==> src/rtl/masked_sbox_seq_ctrl.sv <==
// Sequencer for a pipelined 3-share masked AES S-box datapath.
// It accepts share triples together with one fresh randomness word per
// evaluation, slices the word per stage, drives the stage register enables,
// tracks in-flight valids and applies output backpressure. No share data
// passes through this block.
// Optional feature: define MASKED_SBOX_SEQ_GAP_EN to force at least one idle
// stage-0 cycle after every accept, so stage registers never take two triples
// back-to-back. This halves throughput.
module masked_sbox_seq_ctrl #(
  parameter int STAGES = 4,
  parameter int RND_W  = 6
) (
  input  logic                    clk,
  input  logic                    rst_n,
  input  logic                    i_in_valid,
  output logic                    o_in_ready,
  input  logic                    i_rnd_valid,
  input  logic [STAGES*RND_W-1:0] i_rnd_data,
  output logic                    o_rnd_ready,
  input  logic                    i_flush,
  output logic                    o_dp_load,
  output logic [STAGES-1:0]       o_dp_stage_en,
  output logic [STAGES*RND_W-1:0] o_dp_rnd,
  output logic                    o_dp_clr,
  output logic                    o_out_valid,
  input  logic                    i_out_ready,
  output logic                    o_busy
);

  localparam int CW = $clog2(STAGES);
  localparam logic [0:0] S_CLEAR = 1'b0;
  localparam logic [0:0] S_RUN   = 1'b1;

  logic [0:0]        r_state;
  logic [CW-1:0]     r_clr_cnt;
  logic [STAGES-1:0] r_v;

  logic w_run;
  logic w_stall;
  logic w_advance;
  logic w_slot;
  logic w_accept;
  logic w_gap_ok;

  assign w_run     = (r_state == S_RUN);
  assign w_stall   = r_v[STAGES-1] & ~i_out_ready;
  assign w_advance = ~w_stall;
  // A slot is only offered when a fresh mask word is present, so a triple
  // can never enter the datapath without its own randomness.
  assign w_slot    = w_run & i_rnd_valid & w_advance & w_gap_ok;
  assign w_accept  = w_slot & i_in_valid;

  assign o_in_ready  = w_slot;
  assign o_rnd_ready = w_slot;
  assign o_dp_load   = w_slot;
  assign o_dp_clr    = ~w_run;
  assign o_out_valid = r_v[STAGES-1];
  assign o_busy      = (|r_v) | ~w_run;

`ifdef MASKED_SBOX_SEQ_GAP_EN
  logic r_gap_ok;

  // Block the cycle right after an accept; reopen on the following one.
  always_ff @(posedge clk or negedge rst_n) begin
    if (!rst_n) begin
      r_gap_ok <= 1'b1;
    end else if (i_flush) begin
      r_gap_ok <= 1'b1;
    end else begin
      r_gap_ok <= ~w_accept;
    end
  end

  assign w_gap_ok = r_gap_ok;
`else
  assign w_gap_ok = 1'b1;
`endif

  // CLEAR holds the datapath in clear for STAGES cycles, then moves to RUN.
  always_ff @(posedge clk or negedge rst_n) begin
    if (!rst_n) begin
      r_state   <= S_CLEAR;
      r_clr_cnt <= '0;
    end else if (i_flush) begin
      r_state   <= S_CLEAR;
      r_clr_cnt <= '0;
    end else if (r_state == S_CLEAR) begin
      if (r_clr_cnt == CW'(STAGES - 1)) begin
        r_state   <= S_RUN;
        r_clr_cnt <= '0;
      end else begin
        r_clr_cnt <= r_clr_cnt + 1'b1;
      end
    end
  end

  // Valid shift register: moves on advance, holds on output stall.
  always_ff @(posedge clk or negedge rst_n) begin
    if (!rst_n) begin
      r_v <= '0;
    end else if (i_flush) begin
      r_v <= '0;
    end else if (w_advance) begin
      r_v <= {r_v[STAGES-2:0], w_accept};
    end
  end

  // Stage 0 takes slice 0 straight from the PRNG word in the accept cycle.
  assign o_dp_stage_en[0]     = w_run ? w_accept : 1'b1;
  assign o_dp_rnd[RND_W-1:0]  = w_accept ? i_rnd_data[RND_W-1:0] : '0;

  // Stage gi uses slice gi, carried gi cycles alongside the valid bits.
  for (genvar gi = 1; gi < STAGES; gi++) begin : g_stage
    logic [RND_W-1:0] r_dl [gi];
    logic             w_en;

    // Per-slice delay chain; only the slice this stage will need is stored.
    always_ff @(posedge clk or negedge rst_n) begin
      if (!rst_n) begin
        for (int j = 0; j < gi; j++) r_dl[j] <= '0;
      end else if (i_flush) begin
        for (int j = 0; j < gi; j++) r_dl[j] <= '0;
      end else if (w_advance) begin
        r_dl[0] <= w_accept ? i_rnd_data[gi*RND_W +: RND_W] : '0;
        for (int j = 1; j < gi; j++) r_dl[j] <= r_dl[j-1];
      end
    end

    assign w_en = w_advance & r_v[gi-1];
    assign o_dp_stage_en[gi]           = w_run ? w_en : 1'b1;
    assign o_dp_rnd[gi*RND_W +: RND_W] = (w_run & w_en) ? r_dl[gi-1] : '0;
  end

endmodule

==> config.mk <==
export PLATFORM = sky130hd
export DESIGN_NAME = masked_sbox_seq_ctrl
export DESIGN_NICKNAME = d
export VERILOG_FILES = /design/src/rtl/masked_sbox_seq_ctrl.sv
export SDC_FILE = /design/constraint.sdc
export NUM_CORES = 1
export LEC_CHECK = 0
export ABC_CLOCK_PERIOD_IN_PS = 3600
export CAP_MARGIN = 20
export CORE_MARGIN = 3
export CORE_UTILIZATION = 48
export DETAILED_ROUTE_END_ITERATION = 8
export PLACE_DENSITY_LB_ADDON = 0.15
export SLEW_MARGIN = 0
export SYNTH_ARGS = -nofsm -noshare
export SYNTH_HDL_FRONTEND = slang
export SYNTH_SLANG_ARGS = --single-unit
==> constraint.sdc <==
create_clock -name clk -period 3.6 [get_ports clk]
set_clock_uncertainty 0.15 [all_clocks]
set_input_delay 1.08 -clock clk [delete_from_list [all_inputs] [get_ports clk]]
set_output_delay 1.08 -clock clk [all_outputs]
set_load 0.1 [all_outputs]
==> results.json <==
{
  "num_rows": 22,
  "portBuffers": 63,
  "rsz0062_at_grt": "false",
  "hold_viol": 0,
  "min_period_ps": 3540,
  "post-cts-setup-buffers": 0,
  "top_usage_layer": "met2",
  "drive_above_1_share_pct": 32.4,
  "grt.total_usage_pct": 22.9,
  "maxCapViolCount": 0,
  "wl_mm": 5.03,
  "final_cells": 298,
  "routed_via_density": 5.54,
  "final_nets": 280,
  "antenna_found_initial": 0,
  "yosysWarnings": 0,
  "ys_seq_area_share_pct": 57.1,
  "worstHoldStart": "g_stage[2].r_dl[6]$_DFFE_PN0P_",
  "synth.avg_cell_area_um2": 10.2,
  "clock_path_buffers": 2,
  "clkTransAtPathRegs_ps": 80,
  "synthCells": 185,
  "relSlewSlack_pct": 38.7,
  "mostFrequentLayoutCells": "nand2_1, dfrtp_1, buf_12, clkdlybuf4s50_1, a21oi_1",
  "max_freq_ghz": 0.283,
  "use_met2_pct": 38.5,
  "drc": 0,
  "outcome": "completed",
  "synth_area_um2": 1880,
  "worst_ep_required_time_ps": 2370,
  "worstSetupPathType": "input pin to output pin",
  "numCtsBuffers": 5,
  "ant_nets": 0,
  "synth_top_area_cell": "dfrtp_1",
  "hp-class": "flip-flop to flip-flop",
  "holdPathEnd": "g_stage[2].r_dl[6]$_DFFE_PN0P_",
  "place_inst": 288,
  "wl_per_cell_um": 16.9,
  "gr-total-overflow": 0,
  "synth-seq-cells": 43,
  "syn_nets": 216,
  "r2r_end": "g_stage[3].r_dl[13]$_DFFE_PN0P_",
  "clock-sinks": 43,
  "gr-usage-met3_pct": 7.46,
  "grt_max_degree": 44,
  "mostFrequentLayoutCell": "nand2_1",
  "worst_pin_slew_ps": 920,
  "grt_pass1_vias": 1546,
  "reg2reg_depth": 5,
  "synth_top_area_share_pct": 57.1,
  "endpoint_kind": "output pin",
  "crit_start": "i_rnd_valid",
  "cp_max_fo": 10,
  "grtUsageMet1_pct": 27.7,
  "h-tree-depth": 2,
  "gp_congestion": 0.792,
  "die_w_um": 68.7,
  "cts_tree": "done",
  "fin_tns_setup_ps": 0,
  "fp.dieH_um": 68.7,
  "powerDensity_nw_per_um2": 334,
  "firstDrtPassIters": 5,
  "grt_pass1_wl_mm": 7.79,
  "drtIter0Drc": 76,
  "die_area_um2": 4710,
  "hold_slack_ps": 359,
  "final_max_slew_viol_count": 0,
  "ir_drop_uv": 300,
  "syn_to_final_growth_pct": 59.8,
  "core-area_um2": 3720,
  "start_util_pct": 50.7,
  "synthTopCellsByArea": "dfrtp_1, nand2_1, and3_1, a21oi_1, a22o_2",
  "post-route-period-util_pct": 98.2,
  "clkLatencyLatePin_ps": 290,
  "p_leak_nw": 1.37,
  "setup_viol": 0,
  "worst_setup_path_start_kind": "input pin",
  "whs_path_depth": 1,
  "cts-root-buf": "clkbuf_8",
  "hpwl_mm": 3.62,
  "n_antenna_cell": 0,
  "crit_arrival_ps": 2310,
  "reg2reg_from": "r_v[3]$_DFFE_PN0P_",
  "io_pins": 64,
  "via_count": 1651,
  "synth.distinct_cells": 21,
  "worst-r2r-setup-slack_ps": 1700
}
## worst max-delay path by stage
stage,endpoint,slack [ps],cells after the start
after floorplan,o_dp_rnd[0],-50,3
after global placement,o_dp_rnd[11],20,6
after detailed placement,o_dp_rnd[8],-80,6
after CTS,o_dp_rnd[0],50,6
after global routing,o_dp_rnd[0],7,6
final,o_dp_rnd[0],60,6
## power by group
group          switching, mW  internal, mW  total [mW]
registers            0.00865         0.491       0.500
logic                  0.130        0.0817       0.211
clock network          0.160         0.136       0.296
## cells in the mapped netlist (all sizes together)
cell type   n
ha          1
nor2        9
xor2        1
buf         8
and3       24
nor4b       1
nand2      46
nor4        1
nor2b       1
dfrtp      43
clkbuf      7
nand2b      1
a22o       18
inv         1
mux2i       1
a21oi      20
a21o        2
## state kept, by name (all words and copies together) (netlist names)
register,flops
g_stage.r_dl,36
r_clr_cnt,2
r_state,1
r_v,4
## kinds of logic after synthesis
| logic type | Yosys count | synth area share [%] |
|---|---|---|
| AOI/OAI and AO/OA | 40 | 15.1 |
| adders and majority gates | 1 | 0.664 |
| xor gates and xnor gates | 1 | 0.465 |
| and+or+nand+nor | 83 | 21.6 |
| buffers and inverters | 16 | 4.58 |
| DFF | 43 | 57.1 |
| muxes | 1 | 0.531 |
## timing repair
item,CTS,global route
endpoints found under the setup margin,18,0
hold buffers,0,0
resized for setup,4,0
## layout make-up
| type | count | area (µm²) |
|---|---|---|
| fillers | 229 | 704 |
| well taps | 48 | 60.1 |
| clock buffers | 6 | 72.6 |
| clock inverters | 2 | 12.5 |
| flip-flops and latches | 43 | 1080 |
| repair buffers | 72 | 1010 |
| multi-input cells | 126 | 772 |
| inverters | 1 | 3.75 |
## critical path: stages
cell and delay, ps:
clkdlybuf4s50_1 460, nand2_1 90, nor2_4 150, buf_12 140, and3_2 210, buf_12 170
## per-layer routing
metal  wire, µm  part of all wire, %
met4         55                  1.1
met1       1880                   37
met5          0                    0
met3        442                  8.8
met2       2650                   53
## through the flow
step	utilization [%]	power (mW)	instance area, µm²	setup slack [ps]
CTS	80.7	1.01	3000	54.5
global placement	78.1	0.711	2900	15.7
floorplan	-	0.621	1930	-54.9
finish	81.0	1.01	3010	63.7
global route	81.0	1.05	3010	7.32
detailed placement	78.1	0.718	2900	-83.2
Power figures use the tool's default switching activity.
